**src/rtl/pipeline_hazard_ctrl_if.sv**
```systemverilog
// -----------------------------------------------------------------------------
// pipeline_hazard_ctrl_if
// Bundles every signal exchanged between the 5-stage pipeline datapath and the
// hazard controller.
//   master : pipeline side. Drives the stage register/destination info and the
//            data-memory handshake, and receives the stage controls.
//   slave  : hazard controller side.
// Signals:
//   id_rs1/id_rs2, id_use_rs1/id_use_rs2      ID source operands
//   ex_rs1/ex_rs2, ex_rd, ex_ru_write,
//   ex_ru_data_src, ex_branch_taken           EX stage info
//   me_rd, me_ru_write, me_dm_req, dm_ready   ME stage info + memory handshake
//   wb_rd, wb_ru_write                        WB stage info
//   pc_en .. me_wb_en                         stage advance enables
//   if_id_flush, id_ex_flush                  bubble insertion
//   fwd_a, fwd_b                              ALU operand forwarding selects
//   mem_timeout                               sticky memory timeout error
//   stall_count, flush_count                  saturating statistics
// -----------------------------------------------------------------------------
interface pipeline_hazard_ctrl_if #(
    parameter int CNT_W = 16
);
    logic [4:0]       id_rs1;
    logic [4:0]       id_rs2;
    logic             id_use_rs1;
    logic             id_use_rs2;
    logic [4:0]       ex_rs1;
    logic [4:0]       ex_rs2;
    logic [4:0]       ex_rd;
    logic             ex_ru_write;
    logic [1:0]       ex_ru_data_src;
    logic             ex_branch_taken;
    logic [4:0]       me_rd;
    logic             me_ru_write;
    logic             me_dm_req;
    logic             dm_ready;
    logic [4:0]       wb_rd;
    logic             wb_ru_write;
    logic             pc_en;
    logic             if_id_en;
    logic             id_ex_en;
    logic             ex_me_en;
    logic             me_wb_en;
    logic             if_id_flush;
    logic             id_ex_flush;
    logic [1:0]       fwd_a;
    logic [1:0]       fwd_b;
    logic             mem_timeout;
    logic [CNT_W-1:0] stall_count;
    logic [CNT_W-1:0] flush_count;

    modport master (
        output id_rs1, id_rs2, id_use_rs1, id_use_rs2,
        output ex_rs1, ex_rs2, ex_rd, ex_ru_write, ex_ru_data_src, ex_branch_taken,
        output me_rd, me_ru_write, me_dm_req, dm_ready, wb_rd, wb_ru_write,
        input  pc_en, if_id_en, id_ex_en, ex_me_en, me_wb_en,
        input  if_id_flush, id_ex_flush, fwd_a, fwd_b,
        input  mem_timeout, stall_count, flush_count
    );

    modport slave (
        input  id_rs1, id_rs2, id_use_rs1, id_use_rs2,
        input  ex_rs1, ex_rs2, ex_rd, ex_ru_write, ex_ru_data_src, ex_branch_taken,
        input  me_rd, me_ru_write, me_dm_req, dm_ready, wb_rd, wb_ru_write,
        output pc_en, if_id_en, id_ex_en, ex_me_en, me_wb_en,
        output if_id_flush, id_ex_flush, fwd_a, fwd_b,
        output mem_timeout, stall_count, flush_count
    );
endinterface

```
**src/rtl/pipeline_hazard_ctrl.sv**
```systemverilog
// -----------------------------------------------------------------------------
// pipeline_hazard_ctrl
// Central stall / flush / forwarding controller of the 5-stage pipeline.
// Drives the stage register enables and bubble flushes, selects ALU operand
// forwarding, sequences multi-cycle data-memory accesses (RUN / MEM_WAIT /
// ERROR) with a timeout, and keeps saturating stall and flush statistics.
// Ports:
//   clk    pipeline clock, all state on posedge
//   rst_n  synchronous active-low reset
//   hz     pipeline_hazard_ctrl_if.slave, see the interface for signal list
// Stage controls and forwarding selects are combinational from the current
// state and inputs so they act in the same cycle as the hazard; the FSM,
// timeout flag and statistics are registered.
// -----------------------------------------------------------------------------
module pipeline_hazard_ctrl #(
    parameter int MAX_WAIT = 16,
    parameter int CNT_W    = 16
) (
    input  logic                  clk,
    input  logic                  rst_n,
    pipeline_hazard_ctrl_if.slave hz
);
    localparam int                WAIT_W     = $clog2(MAX_WAIT + 1);
    localparam logic [WAIT_W-1:0] WAIT_LIMIT = WAIT_W'(MAX_WAIT);
    localparam logic [CNT_W-1:0]  CNT_MAX    = {CNT_W{1'b1}};

    typedef enum logic [1:0] {
        ST_RUN      = 2'b00,
        ST_MEM_WAIT = 2'b01,
        ST_ERROR    = 2'b10
    } state_t;

    state_t            state_r;
    logic [WAIT_W-1:0] wait_cnt_r;
    logic              mem_timeout_r;
    logic [CNT_W-1:0]  stall_cnt_r;
    logic [CNT_W-1:0]  flush_cnt_r;

    logic freeze_s;
    logic load_use_match_s;
    logic branch_flush_s;
    logic load_use_stall_s;

    // Operand select: ME result beats WB value; x0 is never forwarded.
    function automatic logic [1:0] fwd_sel(
        input logic [4:0] rs,
        input logic [4:0] me_dst,
        input logic       me_wr,
        input logic [4:0] wb_dst,
        input logic       wb_wr
    );
        if (me_wr && (me_dst != 5'd0) && (me_dst == rs)) begin
            fwd_sel = 2'b10;
        end else if (wb_wr && (wb_dst != 5'd0) && (wb_dst == rs)) begin
            fwd_sel = 2'b01;
        end else begin
            fwd_sel = 2'b00;
        end
    endfunction

    // Hazard classification with priority freeze > branch flush > load-use.
    always_comb begin
        freeze_s = 1'b1;
        case (state_r)
            ST_RUN:      freeze_s = hz.me_dm_req && !hz.dm_ready;
            ST_MEM_WAIT: freeze_s = !hz.dm_ready;
            ST_ERROR:    freeze_s = 1'b1;
            default:     freeze_s = 1'b1;
        endcase
        load_use_match_s = hz.ex_ru_write && (hz.ex_ru_data_src == 2'b01) &&
                           (hz.ex_rd != 5'd0) &&
                           ((hz.id_use_rs1 && (hz.id_rs1 == hz.ex_rd)) ||
                            (hz.id_use_rs2 && (hz.id_rs2 == hz.ex_rd)));
        branch_flush_s   = !freeze_s && hz.ex_branch_taken;
        // A taken branch squashes the ID instruction, so its load-use is moot.
        load_use_stall_s = !freeze_s && !hz.ex_branch_taken && load_use_match_s;
    end

    // Stage enables, flushes and forwarding selects.
    always_comb begin
        hz.pc_en       = 1'b1;
        hz.if_id_en    = 1'b1;
        hz.id_ex_en    = 1'b1;
        hz.ex_me_en    = 1'b1;
        hz.me_wb_en    = 1'b1;
        hz.if_id_flush = 1'b0;
        hz.id_ex_flush = 1'b0;
        hz.fwd_a       = 2'b00;
        hz.fwd_b       = 2'b00;
        if (!rst_n) begin
            hz.pc_en       = 1'b0;
            hz.if_id_en    = 1'b0;
            hz.id_ex_en    = 1'b0;
            hz.ex_me_en    = 1'b0;
            hz.me_wb_en    = 1'b0;
            hz.if_id_flush = 1'b1;
            hz.id_ex_flush = 1'b1;
        end else begin
            hz.fwd_a = fwd_sel(hz.ex_rs1, hz.me_rd, hz.me_ru_write, hz.wb_rd, hz.wb_ru_write);
            hz.fwd_b = fwd_sel(hz.ex_rs2, hz.me_rd, hz.me_ru_write, hz.wb_rd, hz.wb_ru_write);
            if (freeze_s) begin
                hz.pc_en    = 1'b0;
                hz.if_id_en = 1'b0;
                hz.id_ex_en = 1'b0;
                hz.ex_me_en = 1'b0;
                hz.me_wb_en = 1'b0;
            end else if (branch_flush_s) begin
                hz.if_id_flush = 1'b1;
                hz.id_ex_flush = 1'b1;
            end else if (load_use_stall_s) begin
                // Hold PC and IF/ID, let the load move on, bubble into EX.
                hz.pc_en       = 1'b0;
                hz.if_id_en    = 1'b0;
                hz.id_ex_flush = 1'b1;
            end else begin
                hz.if_id_flush = 1'b0;
            end
        end
    end

    // Memory wait FSM, timeout flag and saturating statistics.
    always_ff @(posedge clk) begin
        if (!rst_n) begin
            state_r       <= ST_RUN;
            wait_cnt_r    <= '0;
            mem_timeout_r <= 1'b0;
            stall_cnt_r   <= '0;
            flush_cnt_r   <= '0;
        end else begin
            case (state_r)
                ST_RUN: begin
                    if (hz.me_dm_req && !hz.dm_ready) begin
                        state_r    <= ST_MEM_WAIT;
                        wait_cnt_r <= WAIT_W'(1);
                    end
                end
                ST_MEM_WAIT: begin
                    if (hz.dm_ready) begin
                        state_r    <= ST_RUN;
                        wait_cnt_r <= '0;
                    end else if (wait_cnt_r == WAIT_LIMIT) begin
                        state_r       <= ST_ERROR;
                        mem_timeout_r <= 1'b1;
                    end else begin
                        wait_cnt_r <= wait_cnt_r + WAIT_W'(1);
                    end
                end
                ST_ERROR: begin
                    state_r <= ST_ERROR;
                end
                default: begin
                    // Corrupted state encoding is treated as a fatal error.
                    state_r       <= ST_ERROR;
                    mem_timeout_r <= 1'b1;
                end
            endcase
            if ((freeze_s || load_use_stall_s) && (stall_cnt_r != CNT_MAX)) begin
                stall_cnt_r <= stall_cnt_r + CNT_W'(1);
            end
            if (branch_flush_s && (flush_cnt_r != CNT_MAX)) begin
                flush_cnt_r <= flush_cnt_r + CNT_W'(1);
            end
        end
    end

    assign hz.mem_timeout = mem_timeout_r;
    assign hz.stall_count = stall_cnt_r;
    assign hz.flush_count = flush_cnt_r;
endmodule

```
**src/flat_wrapper.sv**
```systemverilog
// flat-port wrapper written by rule: the top's interface ports become plain ports
module pipeline_hazard_ctrl_flat 
#(
    parameter int MAX_WAIT = 16,
    parameter int CNT_W    = 16
)
  (clk, rst_n, hz_id_rs1, hz_id_rs2, hz_id_use_rs1, hz_id_use_rs2, hz_ex_rs1, hz_ex_rs2, hz_ex_rd, hz_ex_ru_write, hz_ex_ru_data_src, hz_ex_branch_taken, hz_me_rd, hz_me_ru_write, hz_me_dm_req, hz_dm_ready, hz_wb_rd, hz_wb_ru_write, hz_pc_en, hz_if_id_en, hz_id_ex_en, hz_ex_me_en, hz_me_wb_en, hz_if_id_flush, hz_id_ex_flush, hz_fwd_a, hz_fwd_b, hz_mem_timeout, hz_stall_count, hz_flush_count);
  pipeline_hazard_ctrl_if #(.CNT_W(CNT_W)) hz_i ();
  input  logic clk;
  input  logic rst_n;
  input wire logic [$bits(hz_i.id_rs1)-1:0] hz_id_rs1;
  input wire logic [$bits(hz_i.id_rs2)-1:0] hz_id_rs2;
  input wire logic [$bits(hz_i.id_use_rs1)-1:0] hz_id_use_rs1;
  input wire logic [$bits(hz_i.id_use_rs2)-1:0] hz_id_use_rs2;
  input wire logic [$bits(hz_i.ex_rs1)-1:0] hz_ex_rs1;
  input wire logic [$bits(hz_i.ex_rs2)-1:0] hz_ex_rs2;
  input wire logic [$bits(hz_i.ex_rd)-1:0] hz_ex_rd;
  input wire logic [$bits(hz_i.ex_ru_write)-1:0] hz_ex_ru_write;
  input wire logic [$bits(hz_i.ex_ru_data_src)-1:0] hz_ex_ru_data_src;
  input wire logic [$bits(hz_i.ex_branch_taken)-1:0] hz_ex_branch_taken;
  input wire logic [$bits(hz_i.me_rd)-1:0] hz_me_rd;
  input wire logic [$bits(hz_i.me_ru_write)-1:0] hz_me_ru_write;
  input wire logic [$bits(hz_i.me_dm_req)-1:0] hz_me_dm_req;
  input wire logic [$bits(hz_i.dm_ready)-1:0] hz_dm_ready;
  input wire logic [$bits(hz_i.wb_rd)-1:0] hz_wb_rd;
  input wire logic [$bits(hz_i.wb_ru_write)-1:0] hz_wb_ru_write;
  output wire logic [$bits(hz_i.pc_en)-1:0] hz_pc_en;
  output wire logic [$bits(hz_i.if_id_en)-1:0] hz_if_id_en;
  output wire logic [$bits(hz_i.id_ex_en)-1:0] hz_id_ex_en;
  output wire logic [$bits(hz_i.ex_me_en)-1:0] hz_ex_me_en;
  output wire logic [$bits(hz_i.me_wb_en)-1:0] hz_me_wb_en;
  output wire logic [$bits(hz_i.if_id_flush)-1:0] hz_if_id_flush;
  output wire logic [$bits(hz_i.id_ex_flush)-1:0] hz_id_ex_flush;
  output wire logic [$bits(hz_i.fwd_a)-1:0] hz_fwd_a;
  output wire logic [$bits(hz_i.fwd_b)-1:0] hz_fwd_b;
  output wire logic [$bits(hz_i.mem_timeout)-1:0] hz_mem_timeout;
  output wire logic [$bits(hz_i.stall_count)-1:0] hz_stall_count;
  output wire logic [$bits(hz_i.flush_count)-1:0] hz_flush_count;
  assign hz_i.id_rs1 = hz_id_rs1;
  assign hz_i.id_rs2 = hz_id_rs2;
  assign hz_i.id_use_rs1 = hz_id_use_rs1;
  assign hz_i.id_use_rs2 = hz_id_use_rs2;
  assign hz_i.ex_rs1 = hz_ex_rs1;
  assign hz_i.ex_rs2 = hz_ex_rs2;
  assign hz_i.ex_rd = hz_ex_rd;
  assign hz_i.ex_ru_write = hz_ex_ru_write;
  assign hz_i.ex_ru_data_src = hz_ex_ru_data_src;
  assign hz_i.ex_branch_taken = hz_ex_branch_taken;
  assign hz_i.me_rd = hz_me_rd;
  assign hz_i.me_ru_write = hz_me_ru_write;
  assign hz_i.me_dm_req = hz_me_dm_req;
  assign hz_i.dm_ready = hz_dm_ready;
  assign hz_i.wb_rd = hz_wb_rd;
  assign hz_i.wb_ru_write = hz_wb_ru_write;
  assign hz_pc_en = hz_i.pc_en;
  assign hz_if_id_en = hz_i.if_id_en;
  assign hz_id_ex_en = hz_i.id_ex_en;
  assign hz_ex_me_en = hz_i.ex_me_en;
  assign hz_me_wb_en = hz_i.me_wb_en;
  assign hz_if_id_flush = hz_i.if_id_flush;
  assign hz_id_ex_flush = hz_i.id_ex_flush;
  assign hz_fwd_a = hz_i.fwd_a;
  assign hz_fwd_b = hz_i.fwd_b;
  assign hz_mem_timeout = hz_i.mem_timeout;
  assign hz_stall_count = hz_i.stall_count;
  assign hz_flush_count = hz_i.flush_count;
  pipeline_hazard_ctrl #(.MAX_WAIT(MAX_WAIT), .CNT_W(CNT_W)) u_core (.clk(clk), .rst_n(rst_n), .hz(hz_i));
endmodule
```
**config.mk**
```make
export PLATFORM = sky130hd
export DESIGN_NAME = pipeline_hazard_ctrl_flat
export DESIGN_NICKNAME = d
export VERILOG_FILES = /design/src/rtl/pipeline_hazard_ctrl_if.sv /design/src/rtl/pipeline_hazard_ctrl.sv /design/src/flat_wrapper.sv
export SDC_FILE = /design/constraint.sdc
export NUM_CORES = 1
export LEC_CHECK = 0
export CORE_UTILIZATION = 45
export DETAILED_ROUTE_END_ITERATION = 12
export DONT_BUFFER_PORTS = 1
export PLACE_DENSITY = 0.62
export REMOVE_ABC_BUFFERS = 1
export SYNTH_ARGS = -nofsm -noshare
export SYNTH_HDL_FRONTEND = slang
export SYNTH_SLANG_ARGS = --single-unit
```
**constraint.sdc**
```tcl
create_clock -name clk -period 2.19 [get_ports clk]
set_input_delay 0.219 -clock clk [delete_from_list [all_inputs] [get_ports clk]]
set_output_delay 0.219 -clock clk [all_outputs]
set_load 0.03 [all_outputs]
```
==> run_results.csv <==
group,metric,value,unit
sta,finalSetupViolCount,0,
synth,avgSynthCellArea,8.192,µm²
global_routing,antenna_found_initial,0,
worst_setup_path,crit_buf_inv,0,
global_routing,grt_pass1_vias,2099,
route,routed_via_density,5.469,
sta,hold_violations,0,
global_routing,grt.total_usage,0.2067,
cts,cts-hold-fix-buffers,0,
route,drtAntennaViolNets,0,
cts,cts_buffer_depth,2,
synth,yosysSeqAreaShare,0.3325,
worst_setup_path,crit_type,"reg2reg",
placed_design,placed_area,2763,µm²
synth,synth_top_family_by_area,"simple AND/OR/NAND/NOR gates",
die,core-area,5140,µm²
route,drc,0,
final_layout,nets,385,
die,pin_count,91,
cts,post_cts_resized,0,
final_layout,final_cell_area,2864,µm²
sta,tns,0,ps
synth,synth_cells,294,
sta,period_share,0.8944,
synth,synth-simple-area-share,0.2873,
cts,clk_pin_slew,80,ps
route,via_count,2215,
worst_setup_path,path_delay_family,"simple AND/OR/NAND/NOR gates",
cts,htree_levels,2,
pwr,power-per-cell-area,508.7,nW/µm²
synth,synth_compound_area_frac,0.1340,
synth,synthMuxAreaShare,0.008312,
global_routing,grt_overflow_total,0,
global_routing,grt_max_degree,17,
global_routing,grt_first_pass_wirelength,8942,µm
job,maxCapViolCount,0,
cts,clk_latency,290,ps
final_layout,final_common_cell,"buf_4",
worst_setup_path,crit_fanout,6,
synth,synth_top_flop_cell,"dfxtp_1",
sta,fin_skew,6.101,ps
final_layout,drive_gt1_frac,0.1851,
worst_setup_path,critical_path_arrival,2170,ps
route,drt_iter0_drc,87,
pwr,p_total,1.457,mW
cts,cts_root_buf,"clkbuf_8",
cts,cts_sinks,40,
route,drtPass1Iterations,4,
worst_setup_path,slowest_delay,500,ps
worst_setup_path,end_kind,"register",
synth,synth-adder-area-share,0.02078,
die,die_w,75.16,µm
die,die_h,75.16,µm
sta,max_freq,510.5,MHz
pwr,max-vdd-ir-drop,0.2937,mV
die,start_util,0.4686,
synth,syn_area,2409,µm²
synth,synth_xor_area_frac,0.1709,
placed_design,numPortBuffers,0,
synth,synth-edff-count,0,
placed_design,gp_routability_congestion,0.9031,
final_layout,antenna_cells,0,
sta,tightest_slew,617.9,ps
synth,synthArstFlopShare,0,
worst_setup_path,cp_cell_sequence,"ha_1 -> nand2_1 -> or2_1 -> nor3_2 -> or4_4 -> or4_1 -> a21oi_1",
cts,postCtsSetupBuffers,0,
sta,report.final.slew_viol_count,0,
synth,yosys_register_bits,40,
cts,cts-buffers-inserted,5,
sta,period_needed,1959,ps
route,wl,5550,µm
die,row_count,26,
final_layout,fill_cells,510,
final_layout,final_cell_mix,"buf_4 (45), dfxtp_1 (40), nor2_1 (32)",
worst_setup_path,required,2400,ps
final_layout,area_growth,18.91,%
placed_design,hpwl,4413,µm
sta,slew_headroom,0.5895,
synth,ys.warnings.count,0,
route,drt-wirelength-per-cell,13.70,µm
cts,cts_tree,"built",
sta,worst_slack,231.3,ps
run_status,status,"finished, final reports clean",
synth,ys_types,41,
die,die_area,5649,µm²
worst_setup_path,setup.worst_path.start_class,"register",
sta,rsz0062_at_grt,"no",
placed_design,pre_cts_ws,247.2,ps
hold_path,hold_path.class,"in2reg",
pwr,p_leak,1.037,nW
worst_setup_path,slowest_stage,"or4_4",
-- logic make-up after synthesis --
kind of cell | after synthesis
compound gates | 51
xor+xnor | 47
fa+ha+maj | 4
buf+inv | 22
flops | 40
mux | 2
simple gates | 128
-- flip-flops by register name, summed over array words and instances, names as in the netlist --
register	cells
u_core.hz.mem_timeout	1
u_core.wait_cnt_r	5
u_core.hz.stall_count	16
u_core.state_r	2
u_core.hz.flush_count	16
-- layout make-up --
class                           count  area (µm²)  share of cell area
Multi-Input combinational cell    232        1503              0.5247
Clock inverter                      2       15.01            0.005242
Sequential cell                    40       800.8              0.2796
Clock buffer                        6       82.58             0.02883
Timing Repair Buffer               45       337.8              0.1180
Inverter                           10       37.54             0.01311
Tap cell                           70       87.58             0.03058
-- path summary, 6_finish.rpt --
kind	endpoint	from	slack, ps	cells past startpoint
hold reg to reg	u_core.hz.stall_count[10]	u_core.hz.stall_count[10]	520	2
setup reg to reg	u_core.hz.stall_count[13]	u_core.hz.stall_count[1]	230	7
setup / recovery	u_core.hz.stall_count[13]	u_core.hz.stall_count[1]	230	7
hold / removal	u_core.state_r[1]	rst_n	50	1
-- cells in the mapped netlist, drive strengths merged (2+ instances only) --
master / n / area (µm²)
or3: 5 / 33.78
and4: 3 / 26.28
o21a: 2 / 15.01
a21oi: 20 / 100.1
o31ai: 8 / 60.06
and3: 6 / 37.54
nor4: 7 / 43.79
o21ai: 12 / 60.06
o211ai: 2 / 15.01
a41oi: 2 / 36.29
nand4: 15 / 93.84
and2: 2 / 12.51
buf: 7 / 55.05
mux2i: 2 / 20.02
o21bai: 3 / 22.52
nand2: 23 / 86.33
xnor2: 18 / 157.7
dfxtp: 40 / 800.8
xor2: 29 / 254.0
inv: 9 / 33.78
clkbuf: 5 / 18.77
nand4bb: 2 / 22.52
nor2: 33 / 123.9
or4: 13 / 102.6
ha: 4 / 50.05
nand3: 10 / 55.05
nor3: 6 / 35.03
-- power breakdown --
part	total, mW	leakage (nW)	switching, mW	internal, mW
Sequential	0.744	0.323	0.00768	0.736
Clock	0.518	0.0434	0.263	0.255
Combinational	0.195	0.670	0.113	0.0814
Total	1.46	1.04	0.384	1.07
-- metrics by stage --
| step | utilization | hold slack (ps) | std cells |
|---|---|---|---|
| floorplan | - | 336.7 | 282 |
| global placement | 0.5375 | 343.0 | 397 |
| detailed placement | 0.5375 | 347.8 | 397 |
| CTS | 0.5565 | 41.63 | 405 |
| global route | 0.5572 | 42.35 | 405 |
| finish | 0.5572 | 48.59 | 405 |
-- per-layer routing --
metal,global-route usage,share of wire,wire length [µm],vias up
met4,0.05967,0.0092,51,0
met5,0,0,0,-
met1,0.2457,0.43,2392,1015
met2,0.3584,0.48,2670,69
met3,0.06560,0.079,436,5
li1,-,-,-,1126
Note: power is estimated with default switching activity, not from simulation.
